## config.mk

```make
export PLATFORM = sky130hd
export DESIGN_NAME = round_sequencer
export DESIGN_NICKNAME = d
export VERILOG_FILES = /design/src/rtl/round_sequencer.sv
export SDC_FILE = /design/constraint.sdc
export NUM_CORES = 1
export LEC_CHECK = 0
export ABC_AREA = 1
export BUFFER_PORTS_ARGS = -buffer_cell sky130_fd_sc_hd__buf_4
export CORE_MARGIN = 3
export CORE_UTILIZATION = 47
export DETAILED_ROUTE_END_ITERATION = 7
export PLACE_DENSITY = 0.8
export SLEW_MARGIN = 20
export SYNTH_ARGS = -nofsm -noshare
export SYNTH_HDL_FRONTEND = slang
export SYNTH_SLANG_ARGS = --single-unit
```

## constraint.sdc

```tcl
create_clock -name CLK -period 1.7 [get_ports CLK]
set_input_delay 0.34 -clock CLK [delete_from_list [all_inputs] [get_ports CLK]]
set_output_delay 0.34 -clock CLK [all_outputs]
set_load 0.01 [all_outputs]
```

## src/rtl/round_sequencer.sv

```systemverilog
// round_sequencer: iterative driver for an external combinational 32-bit keyed
// round function. One round per clock, round keys from an 8-bit Galois LFSR.
// Optional feature: define ROUND_SEQ_CHAIN_EN to XOR each new input word with
// the previously delivered output word (chain_reg).
module round_sequencer #(
   parameter int unsigned NUM_ROUNDS = 8,
   parameter logic [7:0]  KEY_POLY   = 8'hB8
) (
   input  logic        CLK,
   input  logic        RST,
   input  logic        IN_VALID,
   output logic        IN_READY,
   input  logic [31:0] IN_DATA,
   input  logic [7:0]  KEY_SEED,
   output logic [31:0] R_D_IN,
   output logic [7:0]  R_K_IN,
   input  logic [31:0] R_D_OUT,
   output logic        OUT_VALID,
   input  logic        OUT_READY,
   output logic [31:0] OUT_DATA,
   output logic        BUSY
);

   typedef enum logic [1:0] {StIdle, StRun, StDone} state_e;

   localparam logic [7:0] LastRound = 8'(NUM_ROUNDS - 1);

   state_e      fsm_q, fsm_d;
   logic [31:0] state_q, state_d;
   logic [7:0]  key_q, key_d;
   logic [7:0]  round_cnt_q, round_cnt_d;
   logic [31:0] out_data_q, out_data_d;
   logic [31:0] in_word;
   logic [7:0]  seed_fixed;
   logic [7:0]  key_next;

`ifdef ROUND_SEQ_CHAIN_EN
   logic [31:0] chain_q, chain_d;
   assign in_word = IN_DATA ^ chain_q;
`else
   assign in_word = IN_DATA;
`endif

   // An all-zero seed would lock the LFSR at zero, so substitute 8'h01.
   assign seed_fixed = (KEY_SEED == 8'h00) ? 8'h01 : KEY_SEED;
   assign key_next   = (key_q >> 1) ^ (key_q[0] ? KEY_POLY : 8'h00);

   assign R_D_IN    = state_q;
   assign R_K_IN    = key_q;
   assign OUT_DATA  = out_data_q;
   assign OUT_VALID = (fsm_q == StDone);
   assign IN_READY  = (fsm_q == StIdle);
   assign BUSY      = (fsm_q != StIdle);

   // Next-state logic: accept in IDLE, iterate rounds in RUN, hold result in DONE.
   always_comb begin
      fsm_d       = fsm_q;
      state_d     = state_q;
      key_d       = key_q;
      round_cnt_d = round_cnt_q;
      out_data_d  = out_data_q;
`ifdef ROUND_SEQ_CHAIN_EN
      chain_d     = chain_q;
`endif
      unique case (fsm_q)
         StIdle: begin
            if (IN_VALID) begin
               state_d     = in_word;
               key_d       = seed_fixed;
               round_cnt_d = 8'h00;
               fsm_d       = StRun;
            end
         end
         StRun: begin
            state_d     = R_D_OUT;
            key_d       = key_next;
            round_cnt_d = round_cnt_q + 8'h01;
            if (round_cnt_q == LastRound) begin
               out_data_d = R_D_OUT;
               fsm_d      = StDone;
            end
         end
         StDone: begin
            if (OUT_READY) begin
`ifdef ROUND_SEQ_CHAIN_EN
               chain_d = out_data_q;
`endif
               fsm_d   = StIdle;
            end
         end
         default: fsm_d = StIdle;
      endcase
   end

   // State registers with synchronous active-high reset.
   always_ff @(posedge CLK) begin
      if (RST) begin
         fsm_q       <= StIdle;
         state_q     <= 32'h0;
         key_q       <= 8'h01;
         round_cnt_q <= 8'h00;
         out_data_q  <= 32'h0;
`ifdef ROUND_SEQ_CHAIN_EN
         chain_q     <= 32'h0;
`endif
      end else begin
         fsm_q       <= fsm_d;
         state_q     <= state_d;
         key_q       <= key_d;
         round_cnt_q <= round_cnt_d;
         out_data_q  <= out_data_d;
`ifdef ROUND_SEQ_CHAIN_EN
         chain_q     <= chain_d;
`endif
      end
   end

endmodule

```

### Word-level counts from Yosys, hierarchy flattened

Index checks and enable logic that the tools add are counted.

| word-level totals | value |
|---|---|
| bits in registers | 82 |
| bits in latches | 0 |
| memory bits (writable) | 0 |
| memory bits (read-only) | 0 |
| input port bits | 76 |
| memories kept | 0 |

| cells by class | value |
|---|---|
| add/subtract/negate cells | 1 |
| $mul | 0 |
| div/mod/pow operators | 0 |
| order comparisons | 0 |
| eq/ne operators | 6 |
| shifts and indexed selects | 0 |
| muxes and demuxes | 12 |
| bitwise gates (word level) | 1 |
| reduce and logical (&&, ||, !) cells | 7 |

Operator list:

| operator | number |
|---|---|
| 32-bit one-hot mux with 2 select lines | 1 |
| 32-bit two-way mux | 1 |
| 8-bit two-way mux | 4 |
| 8-bit one-hot mux with 2 select lines | 2 |
| 8-bit by 1-bit adder with 8-bit output (second input constant) | 1 |
| 8-bit by 3-bit equality test with 1-bit output (second input constant) | 1 |
| 8-bit logical NOT | 1 |
| 7-bit by 8-bit bitwise XOR with 8-bit output | 1 |
| 2-bit two-way mux | 3 |
| 2-bit one-hot mux with 3 select lines | 1 |
| 2-bit inequality test (second input constant) | 2 |
| 2-bit AND reduction | 2 |
| 2-bit nonzero test | 2 |
| 3-bit AND reduction | 1 |
| 2-bit by 1-bit equality test with 1-bit output (second input constant) | 1 |
| 2-bit equality test (second input constant) | 1 |
| 2-bit logical NOT | 1 |
| 2-bit by 1-bit inequality test with 1-bit output (second input constant) | 1 |

### Longest topological paths before layout

| depth | value |
|---|---|
| depth in word-level cells | 4 |
| depth in mapped cells | 9 |
| gate-level depth less buffers | 8 |

### Worst setup path before layout

No wires, ideal clock.

| timing | value |
|---|---|
| kind | register to register |
| start | reg round_cnt_q[0] |
| end | reg out_data_q[28], in the netlist OUT_DATA[28] |
| setup time | 132 ps |
| arrival time | 1188 ps |
| required time | 1568 ps |
| path slack | 380 ps |
| stages on the path, launching flop included | 8 |
| clock period less this slack | 1320 ps |
| cell sequence | dfxtp_1 > ha_1 > nand3_1 > nor2_4 > nand2_2 > buf_2 > nand2_1 > a21oi_1 |

| between the ends | value |
|---|---|
| cells in the longest elaborated chain, start to end | 2 |

Ends and longest elaborated chain:

| element | RTL line | text |
|---|---|---|
| start, declared | 31 | `logic [7:0] round_cnt_q, round_cnt_d;` |
| start signal, assigned | 110 | `round_cnt_q <= round_cnt_d;` |
| 8-bit by 3-bit equality test with 1-bit output | 78 | `if (round_cnt_q == LastRound) begin` |
| 2-bit AND reduction (no source line) | n/a |  |
| end signal, assigned | 111 | `out_data_q <= out_data_d;` |
| end, declared | 32 | `logic [31:0] out_data_q, out_data_d;` |

Every way passes these cells.
A chain may end at the register's enable or synchronous reset.

### Final worst setup path

| timing | value |
|---|---|
| start | reg round_cnt_q[0] |
| end | reg out_data_q[0], in the netlist OUT_DATA[0] |

The elaborated chain is that of the path after synthesis.

==> results.cfg <==
[placed_design]
hpwl_um = 7000
port_buffers = 150
routabilityCongestion = 0.832
postPlaceCellArea_mm2 = 0.00458
pre_cts_slack_ns = 0.151
dp_cells = 689

[timing]
slew_violations = 0
finalWorstSetupSlack_ns = 0.163
worst_pin_slew_ns = 0.708
rsz0062_at_grt = no
setup_viol = 0
finClkSkew_ns = 0.00934
finalSetupTns_ns = 0
max_slew_margin = 0.528
max_freq_ghz = 0.651
hold_ws_ns = 0.224
hold_viol = 0
min_period_ns = 1.54
fin_crit_sh = 0.904

[layout]
n_fill_cell = 638
final_cells = 705
area_growth_pct = 42.0
antenna_cells = 0
final_common_cell = nand2_1
nets = 681
design_area_mm2 = 0.00482
fin_util = 0.697
drive_gt1_frac = 0.305
final_cell_mix = nand2_1, buf_4, dfxtp_1

[critical_path]
cp.depth = 7
endpoint = OUT_DATA[0]
crit_type = reg -> reg
critPathMaxStageDelay_ns = 0.38
cp_max_fo = 24
timing.rr.end = OUT_DATA[0]
cp_top_family = simple AND/OR/NAND/NOR gates
cp-startpoint = round_cnt_q[0]
cp-end-kind = register
reg2reg_depth = 7
critPathLaunchType = register
rrSetupSlack_ns = 0.16
cp.arrival_ns = 1.73
cp.required_ns = 1.89
path_cells = ha_1 > nand3_1 > nor2_4 > nand2_2 > buf_12 > nand2_1 > a21oi_1
critPathSlowestCell = dfxtp_1
cp.buffers_inverters = 1
reg2reg_from = round_cnt_q[0]

[routing]
drt_iter0_drc = 196
vias = 3515
drcViolationCount = 0
detail-route-antenna-nets = 0
via_per_inst = 4.99
dr.pass1.iters = 4
wl_per_cell_um = 14.0
routed_wl_um = 9840

[cts]
postCtsHoldBufs = 0
cts_setup_buffers = 0
cts_resized = 0
ctsRootBufferMaster = clkbuf_8
cts_tree = yes
cts_htree_levels = 3
clock_latency_ns = 0.34
cts_buffer_depth = 2
cts_buffers = 9
cts.sinks = 82
clk_pin_slew_ns = 0.08

[global_route]
grt_pass1_wl_um = 15900
track_usage = 0.234
grt_start_max_net_pins = 70
grt_overflow = 0
grt_antenna_before_repair = 0
grt_pass1_vias = 3260

[floorplan]
fp-row-count = 30
dieArea_mm2 = 0.00827
pin_count = 151
die_x_um = 91.0
die_height_um = 91.0
start_util = 0.491
coreArea_mm2 = 0.00691

[yosys]
yosysUniqueCellTypes = 23
syn_area_mm2 = 0.00339
syn_avg_cell_area_um2 = 7.31
ys_seq_area_frac = 0.484
synth_top_area_frac = 0.484
synthCells = 464
yosys-top-cells-area = dfxtp_1, nand2_1, a21oi_1
yosysWarnings = 0
synthesis.nets = 541
synth_top_area_cell = dfxtp_1
synth_seq_cells = 82

[pwr]
power_density_mw_per_mm2 = 891
p_leak_nw = 2.13
p_total_mw = 4.29
ir_drop_mv = 0.500

[min_path]
hp-class = in -> reg

[run_status]
status = completed

[run]
cap_violations = 0
==> synth_stat cells, drive strengths merged <==
cell and count:
o21ai 13, nor3 2, inv 22, nand2 172, xor2 3, nand3 42, buf 23, nor2 16
a21oi 46, dfxtp 82, clkbuf 9, a31oi 29, o211ai 2, o22ai 1, ha 1, clkinv 1
==> worst min-delay path by stage <==
stage | slack (ns) | endpoint | cells past startpoint | startpoint
floorplan | 0.45 | round_cnt_q[0] | 1 | round_cnt_q[0]
finish | 0.22 | R_K_IN[0] | 3 | KEY_SEED[0]
CTS | 0.21 | R_K_IN[0] | 3 | KEY_SEED[0]
detailed placement | 0.45 | OUT_DATA[9] | 2 | OUT_DATA[9]
global route | 0.22 | R_K_IN[0] | 3 | KEY_SEED[0]
global placement | 0.45 | OUT_DATA[9] | 2 | OUT_DATA[9]
==> layout make-up <==
type / instances / area [um^2] / area share
multi-input cells: 327 / 1490 / 0.309
flip-flops and latches: 82 / 1640 / 0.341
clock buffers: 12 / 155 / 0.0322
clock inverters: 4 / 73.8 / 0.0153
inverters: 23 / 87.6 / 0.0182
repair buffers: 161 / 1250 / 0.260
well taps: 96 / 120 / 0.0249
==> where the power goes <==
group	total, mW	switching [mW]	internal [mW]
Clock	1.59	0.684	0.909
Combinational	0.640	0.326	0.314
Sequential	2.06	0.0544	2.00
==> flip-flops by register name (all words and copies together), names as in the netlist <==
register	count
OUT_DATA	32
R_K_IN	8
R_D_IN	32
fsm_q	2
round_cnt_q	8
==> worst reg2reg max path: stages (launching register included) <==
cell	delay, ns
dfxtp_1	0.38
ha_1	0.21
nand3_1	0.15
nor2_4	0.16
nand2_2	0.16
buf_12	0.21
nand2_1	0.07
a21oi_1	0.05
==> layer usage <==
layer	vias up	wire, um	track usage
li1	1796	-	-
met1	1592	4160	0.292
met2	113	4910	0.394
met3	14	601	0.0489
met4	0	168	0.0955
met5	-	0	0
==> kinds of logic (layout without fill, tap and decap cells) <==
| family | after synthesis | count (layout) | synth area share |
|---|---|---|---|
| and+or+nand+nor | 232 | 232 | 0.280 |
| AOI/OAI and AO/OA | 91 | 91 | 0.147 |
| DFF | 82 | 82 | 0.484 |
| buffers and inverters | 55 | 200 | 0.0775 |
| xor gates and xnor gates | 3 | 3 | 0.00775 |
| adders and majority gates | 1 | 1 | 0.00369 |
Note: power is estimated with default switching activity, not from simulation.
